**config.mk**
```make
export PLATFORM = sky130hd
export DESIGN_NAME = fetch_stage
export DESIGN_NICKNAME = d
export VERILOG_FILES = /design/src/rtl/fetch_stage_pkg.sv /design/src/rtl/fetch_skid_buffer.sv /design/src/rtl/fetch_stage.sv
export SDC_FILE = /design/constraint.sdc
export NUM_CORES = 1
export LEC_CHECK = 0
export ABC_CLOCK_PERIOD_IN_PS = 4140
export CAP_MARGIN = 20
export CORE_ASPECT_RATIO = 0.5
export CORE_MARGIN = 2
export CORE_UTILIZATION = 55
export DETAILED_ROUTE_END_ITERATION = 6
export HOLD_SLACK_MARGIN = 0.02
export PLACE_DENSITY_LB_ADDON = 0.15
export SLEW_MARGIN = 15
export SYNTH_ARGS = -nofsm -noshare
export SYNTH_HDL_FRONTEND = slang
export SYNTH_HIERARCHICAL = 1
export SYNTH_SLANG_ARGS = --single-unit
```
**constraint.sdc**
```tcl
create_clock -name clk -period 4.14 [get_ports clk]
set_input_delay 1.242 -clock clk [delete_from_list [all_inputs] [get_ports clk]]
set_output_delay 1.242 -clock clk [all_outputs]
set_load 0.1 [all_outputs]
```
**src/rtl/fetch_stage_pkg.sv**
```systemverilog
// Shared types for the instruction fetch stage and its consumers.
// Holds the IF/ID bundle, instruction type and PC helpers.
package fetch_stage_pkg;

    localparam int PC_WIDTH = 32;

    typedef logic [31:0]         instruction_type;
    typedef logic [PC_WIDTH-1:0] pc_type;

    localparam instruction_type NOP_INSTRUCTION = 32'h0000_0013;
    localparam pc_type          PC_STEP         = pc_type'(4);

    typedef struct packed {
        logic            valid;
        pc_type          pc;
        instruction_type instruction;
    } if_id_type;

    typedef enum logic {
        ST_FETCH = 1'b0,
        ST_HOLD  = 1'b1
    } fetch_state_e;

    function automatic pc_type align_pc(input pc_type a);
        return {a[PC_WIDTH-1:2], 2'b00};
    endfunction

endpackage

```
**src/rtl/fetch_skid_buffer.sv**
```systemverilog
// One-entry {pc, instruction} store that catches a fetch response
// arriving while decode is stalled.
module fetch_skid_buffer
    import fetch_stage_pkg::*;
(
    input  logic            clk,
    input  logic            rst,
    input  logic            load_i,
    input  logic            drain_i,
    input  logic            clear_i,
    input  pc_type          pc_i,
    input  instruction_type instr_i,
    output logic            valid_o,
    output pc_type          pc_o,
    output instruction_type instr_o
);

    logic            valid_q;
    pc_type          pc_q;
    instruction_type instr_q;

    always_ff @(posedge clk or negedge rst) begin
        if (!rst) begin
            valid_q <= 1'b0;
            pc_q    <= '0;
            instr_q <= '0;
        end else if (clear_i) begin
            valid_q <= 1'b0;
        end else if (load_i) begin
            valid_q <= 1'b1;
            pc_q    <= pc_i;
            instr_q <= instr_i;
        end else if (drain_i) begin
            valid_q <= 1'b0;
        end
    end

    assign valid_o = valid_q;
    assign pc_o    = pc_q;
    assign instr_o = instr_q;

endmodule

```
**src/rtl/fetch_stage.sv**
```systemverilog
// Instruction fetch stage: PC, one-cycle imem requests, IF/ID register
// and a skid entry so no instruction is lost or duplicated under stall.
module fetch_stage
    import fetch_stage_pkg::*;
#(
    parameter pc_type RESET_PC = 32'h0000_0000
) (
    input  logic            clk,
    input  logic            rst,
    input  logic            stall,
    input  logic            redirect,
    input  logic [31:0]     redirect_pc,
    output logic            imem_req,
    output logic [31:0]     imem_addr,
    input  logic [31:0]     imem_rdata,
    output logic            if_valid,
    output logic [31:0]     if_pc,
    output instruction_type if_instruction
);

    pc_type          pc_q;
    logic            inflight_q;
    pc_type          inflight_pc_q;
    if_id_type       if_id_q;

    logic            skid_valid;
    pc_type          skid_pc;
    instruction_type skid_instr;
    logic            skid_load;
    logic            skid_drain;
    fetch_state_e    state;

    // The skid valid bit is the FSM state: empty = FETCH, full = HOLD.
    assign state = skid_valid ? ST_HOLD : ST_FETCH;

    assign imem_req  = rst && !stall && !redirect;
    assign imem_addr = pc_q;

    assign skid_load  = !redirect && state == ST_FETCH
                        && stall && inflight_q;
    assign skid_drain = !redirect && state == ST_HOLD && !stall;

    fetch_skid_buffer u_skid (
        .clk     (clk),
        .rst     (rst),
        .load_i  (skid_load),
        .drain_i (skid_drain),
        .clear_i (redirect),
        .pc_i    (inflight_pc_q),
        .instr_i (imem_rdata),
        .valid_o (skid_valid),
        .pc_o    (skid_pc),
        .instr_o (skid_instr)
    );

    always_ff @(posedge clk or negedge rst) begin
        if (!rst) begin
            pc_q          <= align_pc(RESET_PC);
            inflight_q    <= 1'b0;
            inflight_pc_q <= '0;
        end else if (redirect) begin
            pc_q       <= align_pc(redirect_pc);
            inflight_q <= 1'b0;
        end else begin
            inflight_q <= imem_req;
            if (imem_req) begin
                pc_q          <= pc_q + PC_STEP;
                inflight_pc_q <= pc_q;
            end
        end
    end

    always_ff @(posedge clk or negedge rst) begin
        if (!rst) begin
            if_id_q <= '0;
        end else if (redirect) begin
            if_id_q.valid <= 1'b0;
        end else begin
            unique case (state)
                ST_FETCH: begin
                    if (!stall) begin
                        if (inflight_q) begin
                            if_id_q <= '{valid: 1'b1,
                                         pc: inflight_pc_q,
                                         instruction: imem_rdata};
                        end else begin
                            if_id_q.valid <= 1'b0;
                        end
                    end
                end
                ST_HOLD: begin
                    if (!stall) begin
                        if_id_q <= '{valid: 1'b1,
                                     pc: skid_pc,
                                     instruction: skid_instr};
                    end
                end
                default: ;
            endcase
        end
    end

    assign if_valid       = if_id_q.valid;
    assign if_pc          = if_id_q.pc;
    assign if_instruction = if_id_q.instruction;

endmodule

```
# After elaboration in Yosys (flattened, before gate mapping)

Cells that the tools add are included.

Register bits after elaboration: 195
Input port bits: 68
Output and inout bits: 98
Word-level logic and storage cells: 45

Add/sub/neg operators: 1
Equal/unequal tests: 5
Mux-type cells: 13
Bitwise operators: 2
Reduce and logical (&&, ||, !) cells: 15

Operators with widths:

| cell                                                             | count |
|---|---|
| 65-bit two-way mux                                               | 2 |
| 65-bit case mux with 2 select lines                              | 1 |
| 32-bit two-way mux                                               | 2 |
| 64-bit two-way mux                                               | 1 |
| 32-bit by 3-bit adder with 32-bit output (second input constant) | 1 |
| 1-bit logical AND                                                | 7 |
| 1-bit two-way mux                                                | 7 |
| 2-bit inequality test (second input constant)                    | 3 |
| 3-bit inequality test (second input constant)                    | 2 |
| 2-bit AND reduction                                              | 3 |
| 4-bit AND reduction                                              | 1 |
| 3-bit nonzero test                                               | 1 |
| 1-bit logical NOT                                                | 2 |
| 1-bit inverter                                                   | 2 |
| 2-bit nonzero test                                               | 1 |

# Logic depth before layout (Yosys ltp)

Word-level depth: 7
Gate-level depth with buffers: 8
Depth with buffers taken out: 5

# By module

Netlist, hierarchy kept.

Modules (own cells, without submodules):

| module            | instances | cells each | area an instance (µm²) | sequential area each (µm²) |
|---|---|---|---|---|
| fetch_stage       | 1         | 550        | 5839.4                 | 3153.0 |
| fetch_skid_buffer | 1         | 140        | 2741.4                 | 1626.6 |

# Worst setup path before layout

OpenSTA, ideal clock, no wires.

Kind: input -> output
From: input redirect
To: output imem_req
Arrival time: 2.803 ns
Data required time: 2.898 ns
Setup slack: 0.095 ns
Stages on the path: 4
Buffers on the path: 2
Cell sequence: nor2_1 > and2_1 > clkbuf_1 > buf_1

Word-level cells in the longest chain between the ends: 2

Ends and longest elaborated chain:

| element           | line              | RTL |
|---|---|---|
| start, declared   | fetch_stage.sv:11 | `input logic redirect,` |
| 1-bit logical NOT | fetch_stage.sv:36 | `assign imem_req = rst && !stall && !redirect;` |
| 1-bit logical AND | fetch_stage.sv:36 |  |
| end, declared     | fetch_stage.sv:13 | `output logic imem_req,` |

Every way passes these cells.

# Worst setup path after layout

From: input stall
To: output imem_req

Word-level cells in the longest chain between the ends: 3

Ends and longest elaborated chain:

| element                        | line              | RTL |
|---|---|---|
| start, declared                | fetch_stage.sv:10 | `input logic stall,` |
| 1-bit logical NOT              | n/a               |  |
| 1-bit logical AND (2 in a row) | fetch_stage.sv:36 |  |

Every way passes these cells.

==> results.md <==
* Min cycle time layout at 3.58 ns
* Required time of the worst setup path at 2.90 ns
* Clock tree skew after final layout at 0.0161 ns
* GP Congestion at 0.852
* Max Transition Viols Final at 0
* Sequential fraction of the synthesis area at 55.7%
* Most used flip-flop cell after synthesis: sky130_fd_sc_hd__dfrtp_1
* Vertical die dimension at 92.3 µm
* Average wire per cell in the routed design at 17.3 µm
* Syn. warnings at 6
* Largest net degree at the start of global routing at approximately 130
* I/O pins at 166
* Number of flops mapped to enable cells by yosys at 0
* Number of DRC markers after the initial detailed-route iteration at 327
* Aggregate global routing overflow at 0
* Crit-path max cell delay at 0.53 ns
* Post-cts repair resize count at 0
* Placed cell count at 1023
* Sinks on the clock net at between 150 and 200
* Bufs and invs on worst path at 2
* Worst hold-check path type: reg -> reg
* Number of nets at the end of the flow at 908
* Total routing usage reported by global routing at 22.5%
* CTS clock-pin slew for the worst setup and hold paths at 0.07 ns
* Clock tree from TritonCTS: done
* Worst hold-check slack at 0.480 ns
* Std-Cell Core Area at 0.0153 mm²
* Highest net fanout along the worst path at 6
* Width of the die at approximately 180 µm
* Number of storage elements in the synthesis netlist at 191
* Via count of the first global-routing pass at 5783
* Fmax at 279 MHz
* Cells after synthesis at 690
* RSZ-0062 raised after global routing: false
* Total of endpoints with negative setup slack in the final report at 0
* Status: completed
* Post-CTS setup-driven buffer insertion count at 0
* Initial antenna violation count at 0
* Level count of the clock H-tree at 4
* Count of final hold-check violations at 0
* Worst hold path startpoint: if_pc[23]
* Avg Synthesized Cell Area at roughly 12 µm²
* Final std cell area, no fill at roughly 0.011 mm²
* Via count at 5812
* Placement Rows at 32
* Total Routed Length at 18.3 mm
* Max-Cap Viols at 0
* Timing startpoint of the critical path: stall
* Worst Setup Start Kind: input pin
* Slew at the pin closest to its max-slew limit at 1.02 ns
* Die area at approximately 0.017 mm²
* Crit end category: output port
* Worst-case headroom to the max-slew limit at 31.5%
* Setup TNS at 0 ns
* HPWL reported at the end of detailed placement at 11.9 mm
* Power per Cell Area at 610 mW/mm²
* Setup slack, reg-to-reg at 1.50 ns
* Peak VDD IR at 0.000500 V
* Layout Area Growth over Synthesis at 26.8%
* Number of buffers inserted by hold repair at cts at 0
* Leakage at 4.58 nW
* Worst flop-to-flop path startpoint: imem_addr[3]
* Number of iterations in the first detailed-routing pass at 4
* Final cell count without fillers at roughly 1100
* Cell type of the slowest stage on the worst timing path: sky130_fd_sc_hd__clkdlybuf4s50_1
* Post-synth cell types at 45
* Leading cell type in the layout, fill and taps excluded: sky130_fd_sc_hd__dfrtp_1
* Residual DRC at 0
* Vias per cell at 5.50
* Total placed instance area at a little over 0.01 mm²
* Number of clock buffers inserted by TritonCTS at 17
* CP arrival at 2.34 ns
* Crit path cell chain: clkdlybuf4s50_1, nor2_1, and2_1, buf_12
* Most frequent cells in the layout: sky130_fd_sc_hd__dfrtp_1, sky130_fd_sc_hd__clkdlybuf4s50_1, sky130_fd_sc_hd__nand2_1, sky130_fd_sc_hd__o21ai_0, sky130_fd_sc_hd__mux2i_1
* Clk_lat worst skew at 0.42 ns
* Clock root buffer master: sky130_fd_sc_hd__clkbuf_16
* Post-route ant nets at 0
* Final period util at slightly below 90%
* Total of buffers placed on input and output ports at approximately 160
* Wire length of the first global-routing pass at 30.0 mm
* Netlist area before placement at approximately 0.0086 mm²
* Kind of cell adding the most delay to the critical path: buffers and inverters
* FFs w/ async S/R, synth at 100%
* Clock Tree Buf Depth at 2
* Share of final-layout standard cells stronger than drive strength 1 at 18.8%
* Effective utilization at floorplan at a little under three fifths
* Overall power of the completed layout at 0.00663 W
* Type of the worst setup path: in -> out
* Number of antenna cells inserted at 0
==> path summary, 6_finish.rpt <==
kind | end | cells past startpoint
max | imem_req | 4
min | if_pc[23] | 2
max reg2reg | imem_addr[24] | 5
min reg2reg | if_pc[23] | 2
max in group asynchronous | if_instruction[13] | 4
min in group asynchronous | imem_addr[12] | 2
==> kinds of logic (layout without fill, tap and decap cells) <==
| family | count (synthesis) | in the layout | share of synthesized area, % |
|---|---|---|---|
| compound gates | 117 | 117 | 7.80 |
| xor+xnor | 10 | 10 | 1.02 |
| fa+ha+maj | 1 | 1 | 0.146 |
| buf+inv | 51 | 210 | 3.67 |
| flops | 191 | 191 | 55.7 |
| mux | 157 | 157 | 22.3 |
| other cells | 1 | 4 | 0.0437 |
| simple gates | 162 | 162 | 9.30 |
==> cells in the mapped netlist (3+ instances only) <==
library cell | instances | area [µm²]
sky130_fd_sc_hd__mux2_2 | 34 | 383
sky130_fd_sc_hd__dfrtp_1 | 191 | 4780
sky130_fd_sc_hd__or3_1 | 6 | 37.5
sky130_fd_sc_hd__buf_1 | 9 | 33.8
sky130_fd_sc_hd__buf_12 | 7 | 140
sky130_fd_sc_hd__mux2_4 | 60 | 901
sky130_fd_sc_hd__mux2i_1 | 63 | 631
sky130_fd_sc_hd__o31ai_1 | 8 | 60.1
sky130_fd_sc_hd__xor2_1 | 5 | 43.8
sky130_fd_sc_hd__or4_1 | 8 | 60.1
sky130_fd_sc_hd__o211ai_1 | 3 | 22.5
sky130_fd_sc_hd__nor3_1 | 4 | 20.0
sky130_fd_sc_hd__o31a_1 | 5 | 43.8
sky130_fd_sc_hd__o21ai_0 | 79 | 395
sky130_fd_sc_hd__a31oi_1 | 14 | 87.6
sky130_fd_sc_hd__clkbuf_1 | 25 | 93.8
sky130_fd_sc_hd__nand3_1 | 9 | 45.0
sky130_fd_sc_hd__nor2_1 | 16 | 60.1
sky130_fd_sc_hd__nand2b_1 | 4 | 25.0
sky130_fd_sc_hd__inv_1 | 6 | 22.5
sky130_fd_sc_hd__nand4_1 | 8 | 50.1
sky130_fd_sc_hd__xnor2_1 | 5 | 43.8
sky130_fd_sc_hd__nand2_1 | 85 | 319
sky130_fd_sc_hd__and3_1 | 5 | 31.3
sky130_fd_sc_hd__and2_1 | 3 | 18.8
==> metal layers <==
layer  share of wire (%)  GRT usage (%)  vias to the layer above
met4                0.80           5.85                        0
met5                   0              0                        -
met3                 3.9           4.01                       14
met2                  47           35.5                      123
met1                  49           32.6                     2930
li1                    -              -                     2745
==> worst reg2reg max path, stage by stage (launching register included) <==
cell and delay, ns:
sky130_fd_sc_hd__dfrtp_1 0.54, sky130_fd_sc_hd__ha_1 0.25, sky130_fd_sc_hd__nand3b_1 0.19, sky130_fd_sc_hd__or4_1 0.81
sky130_fd_sc_hd__or4_1 0.59, sky130_fd_sc_hd__a31oi_1 0.18
==> power breakdown <==
group | leakage [nW] | switching [W] | internal, W
logic | 1.91 | 0.00179 | 0.000711
clock network | 0.283 | 0.000787 | 0.000805
registers | 2.38 | 0.000280 | 0.00226
==> per-stage QoR <==
stage	utilization, %	setup slack [ns]
after floorplan	-	0.0947
after global placement	67.0	0.431
after detailed placement	67.0	0.376
after CTS	70.8	0.562
after global routing	70.9	0.486
final	70.9	0.556
==> area by class of cell <==
class	count	area, µm²
Sequential cell	191	4780
Fill cell	1107	4460
Multi-Input combinational cell	451	3510
Timing Repair Buffer	172	1730
Clock buffer	17	425
Tap cell	204	255
Clock inverter	15	153
Inverter	6	22.5
==> state kept, by name, indices dropped and copies added (netlist names) <==
name,cells
imem_addr,30
if_valid,1
inflight_pc_q,30
if_pc,32
u_skid/valid_o,1
inflight_q,1
if_instruction,32
u_skid/instr_o,32
u_skid/pc_o,32
No activity file was read; power rests on OpenSTA's default activity.
